**src/rtl/uart_tx_arbiter_pkg.sv**
```systemverilog
`default_nettype none
// ============================================================================
// Module      : uart_tx_arbiter_pkg
// Description : Shared definitions for the UART transmitter arbiter:
//               FSM state encodings, default lock timeout, requester limit
//               and the state enum used by the arbiter FSM.
// Revision    : 1.0 - initial release
// ============================================================================
package uart_tx_arbiter_pkg;

    // FSM state encodings
    localparam logic [1:0] UART_ARB_IDLE   = 2'd0;
    localparam logic [1:0] UART_ARB_LAUNCH = 2'd1;
    localparam logic [1:0] UART_ARB_DRAIN  = 2'd2;

    // Default number of idle cycles before a stalled packet lock is broken
    localparam int UART_ARB_LOCK_TIMEOUT_DEF = 1024;

    // Largest supported number of requesters
    localparam int UART_ARB_N_REQ_MAX = 8;

    typedef enum logic [1:0] {
        ST_IDLE   = UART_ARB_IDLE,
        ST_LAUNCH = UART_ARB_LAUNCH,
        ST_DRAIN  = UART_ARB_DRAIN
    } arb_state_e;

    // Width of a requester index; at least one bit even for a single requester
    function automatic int idx_width(input int n);
        return (n > 1) ? $clog2(n) : 1;
    endfunction

endpackage
`default_nettype wire

```
**src/rtl/uart_tx_arbiter_if.sv**
```systemverilog
`default_nettype none
// ============================================================================
// Module      : uart_tx_arbiter_if
// Description : Requester and transmitter handshake bundle of the arbiter.
//   req_valid [N_REQ]    requester i offers a byte
//   req_data  [8*N_REQ]  byte of requester i at [8*i+7:8*i]
//   req_last  [N_REQ]    offered byte ends requester i's packet
//   req_ready [N_REQ]    one-cycle accept pulse
//   tx_data   [8]        byte to the transmitter
//   tx_we                transmitter write strobe
//   tx_ready             transmitter idle
//   master : arbiter side      slave : requesters + transmitter side
// Revision    : 1.0 - initial release
// ============================================================================
interface uart_tx_arbiter_if #(
    parameter int N_REQ = 2
);
    logic [N_REQ-1:0]   req_valid;
    logic [8*N_REQ-1:0] req_data;
    logic [N_REQ-1:0]   req_last;
    logic [N_REQ-1:0]   req_ready;
    logic [7:0]         tx_data;
    logic               tx_we;
    logic               tx_ready;

    modport master (
        input  req_valid, req_data, req_last, tx_ready,
        output req_ready, tx_data, tx_we
    );

    modport slave (
        output req_valid, req_data, req_last, tx_ready,
        input  req_ready, tx_data, tx_we
    );
endinterface
`default_nettype wire

```
**src/rtl/uart_rr_pick.sv**
```systemverilog
`default_nettype none
// ============================================================================
// Module      : uart_rr_pick
// Description : Combinational winner selection for the UART arbiter.
//   When locked, only the lock owner can win (if its valid is high).
//   Otherwise the first valid index at or after the pointer wins,
//   wrapping modulo N_REQ.
//   valid_i  [N_REQ]  request vector
//   ptr_i    [IW]     round-robin pointer
//   lock_i            packet lock held
//   owner_i  [IW]     lock owner index
//   found_o           a winner exists
//   onehot_o [N_REQ]  one-hot winner
//   idx_o    [IW]     winner index
// Revision    : 1.0 - initial release
// ============================================================================
module uart_rr_pick
    import uart_tx_arbiter_pkg::*;
#(
    parameter int N_REQ = 2,
    parameter int IW    = idx_width(N_REQ)
) (
    input  logic [N_REQ-1:0] valid_i,
    input  logic [IW-1:0]    ptr_i,
    input  logic             lock_i,
    input  logic [IW-1:0]    owner_i,
    output logic             found_o,
    output logic [N_REQ-1:0] onehot_o,
    output logic [IW-1:0]    idx_o
);

    // Index k positions after the pointer, wrapped into 0..N_REQ-1
    function automatic logic [IW-1:0] rot_idx(input logic [IW-1:0] p, input int k);
        int j;
        j = int'(p) + k;
        if (j >= N_REQ) begin
            j = j - N_REQ;
        end
        return IW'(j);
    endfunction

    always_comb begin
        found_o  = 1'b0;
        onehot_o = '0;
        idx_o    = '0;
        if (lock_i) begin
            if (valid_i[owner_i]) begin
                found_o           = 1'b1;
                onehot_o[owner_i] = 1'b1;
                idx_o             = owner_i;
            end
        end else begin
            for (int k = 0; k < N_REQ; k++) begin
                if (!found_o && valid_i[rot_idx(ptr_i, k)]) begin
                    found_o                     = 1'b1;
                    onehot_o[rot_idx(ptr_i, k)] = 1'b1;
                    idx_o                       = rot_idx(ptr_i, k);
                end
            end
        end
    end

endmodule
`default_nettype wire

```
**src/rtl/uart_tx_arbiter.sv**
```systemverilog
`default_nettype none
// ============================================================================
// Module      : uart_tx_arbiter
// Description : Shares one byte-serial UART transmitter between N_REQ
//               requesters with round-robin arbitration and packet locking.
//               A requester keeps the transmitter until it sends a byte
//               flagged last. Transmitter handshake: raise tx_we, wait for
//               tx_ready low, wait for tx_ready high.
//   clk            system clock
//   rst_n          asynchronous active-low reset
//   bus (master)   requester / transmitter handshake bundle
//   grant_o        one-hot current owner (locked or last accepted)
//   busy_o         FSM not idle or lock held
//   timeout_irq_o  one-cycle pulse when a stalled lock is broken
// Build option : UART_ARB_TIMEOUT_EN enables the stalled-lock timeout
//               counter (LOCK_TIMEOUT idle cycles); otherwise locks are
//               held indefinitely and timeout_irq_o is tied low.
// Revision    : 1.0 - initial release
// ============================================================================
module uart_tx_arbiter
    import uart_tx_arbiter_pkg::*;
#(
    parameter int N_REQ        = 2,
    parameter int LOCK_TIMEOUT = UART_ARB_LOCK_TIMEOUT_DEF
) (
    input  logic                     clk,
    input  logic                     rst_n,
    uart_tx_arbiter_if.master        bus,
    output logic [N_REQ-1:0]         grant_o,
    output logic                     busy_o,
    output logic                     timeout_irq_o
);

    localparam int IW = idx_width(N_REQ);

    arb_state_e       state_q, state_d;
    logic [IW-1:0]    ptr_q, ptr_d;
    logic [IW-1:0]    owner_q, owner_d;
    logic             lock_q, lock_d;
    logic [N_REQ-1:0] grant_q, grant_d;
    logic [7:0]       tx_data_q, tx_data_d;
    logic             tx_we_q, tx_we_d;

    logic [N_REQ-1:0] req_ready_w;
    logic             accept_w;
    logic             pick_found;
    logic [N_REQ-1:0] pick_onehot;
    logic [IW-1:0]    pick_idx;
    logic [7:0]       pick_byte;

    // Next requester after idx, wrapping; constant 0 for a single requester
    function automatic logic [IW-1:0] wrap_inc(input logic [IW-1:0] idx);
        if (idx >= IW'(N_REQ - 1)) begin
            return '0;
        end
        return idx + 1'b1;
    endfunction

    uart_rr_pick #(
        .N_REQ (N_REQ),
        .IW    (IW)
    ) u_pick (
        .valid_i  (bus.req_valid),
        .ptr_i    (ptr_q),
        .lock_i   (lock_q),
        .owner_i  (owner_q),
        .found_o  (pick_found),
        .onehot_o (pick_onehot),
        .idx_o    (pick_idx)
    );

    // Byte mux driven by the one-hot winner
    always_comb begin
        pick_byte = 8'h00;
        for (int i = 0; i < N_REQ; i++) begin
            if (pick_onehot[i]) begin
                pick_byte = bus.req_data[8*i +: 8];
            end
        end
    end

`ifdef UART_ARB_TIMEOUT_EN
    localparam int CW = $clog2(LOCK_TIMEOUT + 1);

    logic [CW-1:0] cnt_q, cnt_d;
    logic          irq_q, irq_d;
`else
    // Keeps the timeout parameter referenced when the counter is not built
    logic lock_timeout_unused;
    assign lock_timeout_unused = (LOCK_TIMEOUT > 0);
`endif

    // ------------------------------------------------------------------
    // Next-state and output logic
    // ------------------------------------------------------------------
    always_comb begin
        state_d     = state_q;
        ptr_d       = ptr_q;
        owner_d     = owner_q;
        lock_d      = lock_q;
        grant_d     = grant_q;
        tx_data_d   = tx_data_q;
        req_ready_w = '0;
        accept_w    = 1'b0;

        case (state_q)
            ST_IDLE: begin
                // Accept happens in the same cycle the winner sees req_ready
                if (bus.tx_ready && pick_found) begin
                    accept_w    = 1'b1;
                    req_ready_w = pick_onehot;
                    tx_data_d   = pick_byte;
                    grant_d     = pick_onehot;
                    owner_d     = pick_idx;
                    lock_d      = !bus.req_last[pick_idx];
                    // Mid-packet bytes leave the pointer where it is
                    if (bus.req_last[pick_idx]) begin
                        ptr_d = wrap_inc(pick_idx);
                    end
                    state_d = ST_LAUNCH;
                end
            end
            ST_LAUNCH: begin
                // Strobe stays up until the transmitter acknowledges by dropping ready
                if (!bus.tx_ready) begin
                    state_d = ST_DRAIN;
                end
            end
            ST_DRAIN: begin
                if (bus.tx_ready) begin
                    state_d = ST_IDLE;
                end
            end
            default: begin
                state_d = ST_IDLE;
            end
        endcase

`ifdef UART_ARB_TIMEOUT_EN
        cnt_d = cnt_q;
        irq_d = 1'b0;
        if (accept_w) begin
            cnt_d = '0;
        end else if ((state_q == ST_IDLE) && lock_q && bus.tx_ready &&
                     !bus.req_valid[owner_q]) begin
            if (cnt_q >= CW'(LOCK_TIMEOUT - 1)) begin
                cnt_d  = '0;
                lock_d = 1'b0;
                ptr_d  = wrap_inc(owner_q);
                irq_d  = 1'b1;
            end else begin
                cnt_d = cnt_q + 1'b1;
            end
        end
`endif

        tx_we_d = (state_d == ST_LAUNCH);
    end

    // ------------------------------------------------------------------
    // State registers
    // ------------------------------------------------------------------
    always_ff @(posedge clk or negedge rst_n) begin
        if (!rst_n) begin
            state_q   <= ST_IDLE;
            ptr_q     <= '0;
            owner_q   <= '0;
            lock_q    <= 1'b0;
            grant_q   <= '0;
            tx_data_q <= 8'h00;
            tx_we_q   <= 1'b0;
        end else begin
            state_q   <= state_d;
            ptr_q     <= ptr_d;
            owner_q   <= owner_d;
            lock_q    <= lock_d;
            grant_q   <= grant_d;
            tx_data_q <= tx_data_d;
            tx_we_q   <= tx_we_d;
        end
    end

`ifdef UART_ARB_TIMEOUT_EN
    always_ff @(posedge clk or negedge rst_n) begin
        if (!rst_n) begin
            cnt_q <= '0;
            irq_q <= 1'b0;
        end else begin
            cnt_q <= cnt_d;
            irq_q <= irq_d;
        end
    end

    assign timeout_irq_o = irq_q;
`else
    assign timeout_irq_o = 1'b0;
`endif

    // req_ready is decoded combinationally; masking with rst_n keeps it low
    // while reset is asserted even if a requester is already valid.
    assign bus.req_ready = req_ready_w & {N_REQ{rst_n}};
    assign bus.tx_data   = tx_data_q;
    assign bus.tx_we     = tx_we_q;
    assign grant_o       = grant_q;
    assign busy_o        = (state_q != ST_IDLE) || lock_q;

endmodule
`default_nettype wire

```
**src/flat_wrapper.sv**
```systemverilog
// flat-port wrapper written by rule: the top's interface ports become plain ports
module uart_tx_arbiter_flat import uart_tx_arbiter_pkg::*;
#(
    parameter int N_REQ        = 2,
    parameter int LOCK_TIMEOUT = UART_ARB_LOCK_TIMEOUT_DEF
)
  (clk, rst_n, grant_o, busy_o, timeout_irq_o, bus_req_valid, bus_req_data, bus_req_last, bus_tx_ready, bus_req_ready, bus_tx_data, bus_tx_we);
  uart_tx_arbiter_if #(.N_REQ(N_REQ)) bus_i ();
  input  logic clk;
  input  logic rst_n;
  output logic [N_REQ-1:0] grant_o;
  output logic busy_o;
  output logic timeout_irq_o;
  input wire logic [$bits(bus_i.req_valid)-1:0] bus_req_valid;
  input wire logic [$bits(bus_i.req_data)-1:0] bus_req_data;
  input wire logic [$bits(bus_i.req_last)-1:0] bus_req_last;
  input wire logic [$bits(bus_i.tx_ready)-1:0] bus_tx_ready;
  output wire logic [$bits(bus_i.req_ready)-1:0] bus_req_ready;
  output wire logic [$bits(bus_i.tx_data)-1:0] bus_tx_data;
  output wire logic [$bits(bus_i.tx_we)-1:0] bus_tx_we;
  assign bus_i.req_valid = bus_req_valid;
  assign bus_i.req_data = bus_req_data;
  assign bus_i.req_last = bus_req_last;
  assign bus_i.tx_ready = bus_tx_ready;
  assign bus_req_ready = bus_i.req_ready;
  assign bus_tx_data = bus_i.tx_data;
  assign bus_tx_we = bus_i.tx_we;
  uart_tx_arbiter #(.N_REQ(N_REQ), .LOCK_TIMEOUT(LOCK_TIMEOUT)) u_core (.clk(clk), .rst_n(rst_n), .bus(bus_i), .grant_o(grant_o), .busy_o(busy_o), .timeout_irq_o(timeout_irq_o));
endmodule
```
**config.mk**
```make
export PLATFORM = sky130hd
export DESIGN_NAME = uart_tx_arbiter_flat
export DESIGN_NICKNAME = d
export VERILOG_FILES = /design/src/rtl/uart_tx_arbiter_pkg.sv /design/src/rtl/uart_tx_arbiter_if.sv /design/src/rtl/uart_rr_pick.sv /design/src/rtl/uart_tx_arbiter.sv /design/src/flat_wrapper.sv
export SDC_FILE = /design/constraint.sdc
export NUM_CORES = 1
export LEC_CHECK = 0
export BUFFER_PORTS_ARGS = -buffer_cell sky130_fd_sc_hd__buf_4
export CORE_MARGIN = 3
export CORE_UTILIZATION = 49
export CTS_CLUSTER_SIZE = 40
export DETAILED_ROUTE_END_ITERATION = 7
export GPL_TIMING_DRIVEN = 0
export PLACE_DENSITY = 0.9
export SLEW_MARGIN = 25
export SYNTH_ARGS = -nofsm -noshare
export SYNTH_HDL_FRONTEND = slang
export SYNTH_SLANG_ARGS = --single-unit
```
**constraint.sdc**
```tcl
create_clock -name clk -period 3.4 [get_ports clk]
set_input_delay 0.34 -clock clk [delete_from_list [all_inputs] [get_ports clk]]
set_output_delay 0.34 -clock clk [all_outputs]
set_load 0.005 [all_outputs]
```
==> results by group <==
Run status
  • Status: finished clean

Die
  • IO Count: 38
  • Die W: 47.6 um
  • FP Rows: 14
  • Die area: 2270 um^2
  • Core Box Area: 1560 um^2
  • Initial Util: 54.4%
  • Die Ht: 47.6 um

Hold path
  • Hold crit path type: in -> reg
  • Cells on Worst Hold Path: 2
  • WHS Endpoint: u_core.state_q[1]
  • HP Start: bus_tx_ready

Pwr
  • Cell Pwr Density: 716 nW/um^2
  • Switch share: 34.5%
  • Peak VDD IR: 0.000407 V
  • Internal: 0.000556 W
  • Clock share of power: 14.5%
  • Leak: 0.619 nW
  • Seq pwr share: 40.3%
  • Combinational fraction of design power: 45.2%
  • Switching Power: 0.000292 W
  • Design Power: 0.000849 W

Logic synthesis
  • Post-synth top cells: dfrtp_1 (16), inv_1 (11), nand2_1 (7)
  • Most area-consuming cells after synthesis: dfrtp_1 (47%), mux2_2 (6.6%), mux2i_1 (5.9%)
  • Syn Nets: 106
  • Post-synth ARST share: 100%
  • Sequential-to-total area share from yosys stat: 47.2%
  • Synth cell types: 31
  • Mapped cell area: 848 um^2
  • Ys Warns: 0
  • Mapped Cells: 83
  • Post-synth EDFFs: 0
  • Dominant synthesized flop cell: dfrtp_1
  • Count leader, synth: dfrtp_1
  • Average cell area after synthesis: 10.2 um^2
  • Share of the synthesized area in the top cell type: 47.2%
  • Yosys top cell by area: dfrtp_1
  • Yosys reg bits: 16

STA
  • Crit share post-route: 64.8%
  • Clock Skew: 0.954 ps
  • Final hold vios: 0
  • Tmin final: 2200 ps
  • Fmax: 454 MHz
  • Slew Limit Fails: 0
  • Setup TNS: 0 ps
  • Final setup vio count: 0
  • RSZ-0062 raised after global routing: false
  • Hold slack: 215 ps

Setup path
  • Worst path cell trace: a21boi_2 > nand3_1 > nor2_1 > buf_4
  • Reg2reg end: u_core.lock_q
  • CP required: 3060 ps
  • Critical path startpoint category: flop
  • Crit Path Max Fanout: 9
  • CP max stage cell: dfrtp_1
  • RR Startpoint: u_core.lock_q
  • R2R depth: 3
  • Reg2Reg Setup Slack: 1660 ps
  • Crit path largest cell delay: 470 ps
  • Worst setup EP type: output pin
  • CP Class: reg -> out
  • Critical Path AT: 1860 ps

Routing
  • DRT antenna net count: 0
  • DR vias/cell: 5.53
  • Pre-antenna DRT Iters: 4
  • 1st-iter DRT viols: 10
  • WL final: 2.13 mm
  • Vias: 774
  • DRC errors left: 0
  • Routed length per instance: 15.2 um

Place
  • Port Buffer Count: 36
  • Gpl congestion: 0.760
  • Hpwl dp: 1.65 mm

Finish
  • Nets: 148
  • Core Util, Final: 76.0%
  • Fillers: 107
  • Layout cells sized above 1: 45.2%
  • Diode count: 0
  • Footprint of the multi-input gates: 394 um^2
  • Layout overhead on the synthesized area: 39.7%
  • FF/Latch Area: 400 um^2

GRT
  • Number of global-route vias before repair: 707
  • First-pass GRT wire length: 3.20 mm
  • Largest net degree at the start of global routing: 18
  • Antenna violations before repair: 0
  • GR Util All Layers: 21.2%
  • GR Overflow Total: 0

CTS
  • Total CTS buffers: 3
  • Clock Path Buffers: 2
  • CTS tree: yes
  • CTS root buf: clkbuf_4
  • Clock Pin Slew Worst Setup and Hold Paths: 90 ps
  • Setup repair bufs after CTS: 0
  • H-tree lvl count: 1
  • Clk_lat worst skew: 280 ps
  • Clk sinks: 16

Run
  • Number of max-cap violations: 0
[registers in the layout, indices dropped and copies added, names as in the netlist]
| register | cells |
|---|---|
| u_core.lock_q | 1 |
| u_core.grant_o | 2 |
| u_core.bus.tx_we | 1 |
| u_core.bus.tx_data | 8 |
| u_core.state_q | 2 |
| u_core.ptr_q | 1 |
| u_core.owner_q | 1 |
[power groups by stage]
| stage | logic, W | registers, W | clock network [W] |
|---|---|---|---|
| 6_report | 0.000384 | 0.000342 | 0.000123 |
| 3_5_place_dp | 0.000385 | 0.000345 | 0 |
| 5_1_grt | 0.000422 | 0.000353 | 0.000134 |
| 2_1_floorplan | 0.000206 | 0.000339 | 0 |
| 4_1_cts | 0.000388 | 0.000342 | 0.000125 |
| 3_3_place_gp | 0.000369 | 0.000337 | 0 |
[area by class of cell]
class                      count  area share, %
sequential                    16           33.8
multi-input combinational     54           33.3
timing repair buffer          37           23.7
inverter                      11           3.48
clock buffer                   4           3.06
tap                           16           1.69
buffer                         2           1.06
[critical path, delay by kind of cell, from the launching register on]
| family | cells | cell delay [ps] |
|---|---|---|
| AO/OA/AOI/OAI | 1 | 410 |
| buffers and inverters | 1 | 130 |
| AND/OR/NAND/NOR | 2 | 560 |
| flip-flops | 1 | 470 |
[per-layer routing]
layer  routed length (um)  global-route usage, %
met2                 1150                   36.4
met4                   57                   12.4
met3                  106                   4.51
met5                    0                      0
met1                  812                   24.1
[cells in the final DEF (no fill, tap or decap), drive strengths merged]
cell type	instances
buf	38
dfrtp	16
inv	11
nand2	7
mux2i	5
mux2	5
nor2	5
o21ai	4
a21oi	4
clkbuf	4
nor4	3
a211oi	3
and3b	2
o21a	2
nand3b	1
a21boi	1
nor3b	1
nand3	1
xnor2	1
nand2b	1
o21bai	1
or3	1
or2	1
o311ai	1
nor3	1
or4b	1
o221a	1
conb	1
dlygate4sd3	1
[what timing repair did]
item                      CTS  global route
hold buffers                1             0
resized for setup           0             0
hold endpoints to repair   16             0
[worst max-delay path by stage]
| stage | slack [ps] | endpoint | cells past startpoint | from |
|---|---|---|---|---|
| floorplan | 1790 | bus_req_ready[1] | 4 | u_core.state_q[0] |
| global placement | 1580 | bus_req_ready[0] | 4 | u_core.lock_q |
| detailed placement | 1540 | bus_req_ready[0] | 4 | u_core.lock_q |
| CTS | 1210 | bus_req_ready[0] | 4 | u_core.lock_q |
| global route | 1000 | bus_req_ready[0] | 4 | u_core.lock_q |
| finish | 1200 | bus_req_ready[0] | 4 | u_core.lock_q |
[metrics by stage]
step	setup slack [ps]	instances	instance area [um^2]
finish	1200	140	1180
global route	1000	140	1180
CTS	1210	140	1180
detailed placement	1540	135	1140
global placement	1580	135	1140
floorplan	1790	83	848
[cells by family after synthesis]
| logic type | after synthesis | share of synthesized area, % |
|---|---|---|
| AND/OR/NAND/NOR | 25 | 17.0 |
| AO/OA/AOI/OAI | 17 | 15.5 |
| flip-flops | 16 | 47.2 |
| buffers and inverters | 13 | 6.34 |
| multiplexers | 10 | 12.5 |
| XOR/XNOR | 1 | 1.03 |
| other | 1 | 0.442 |
No activity file was read; power rests on OpenSTA's default activity.
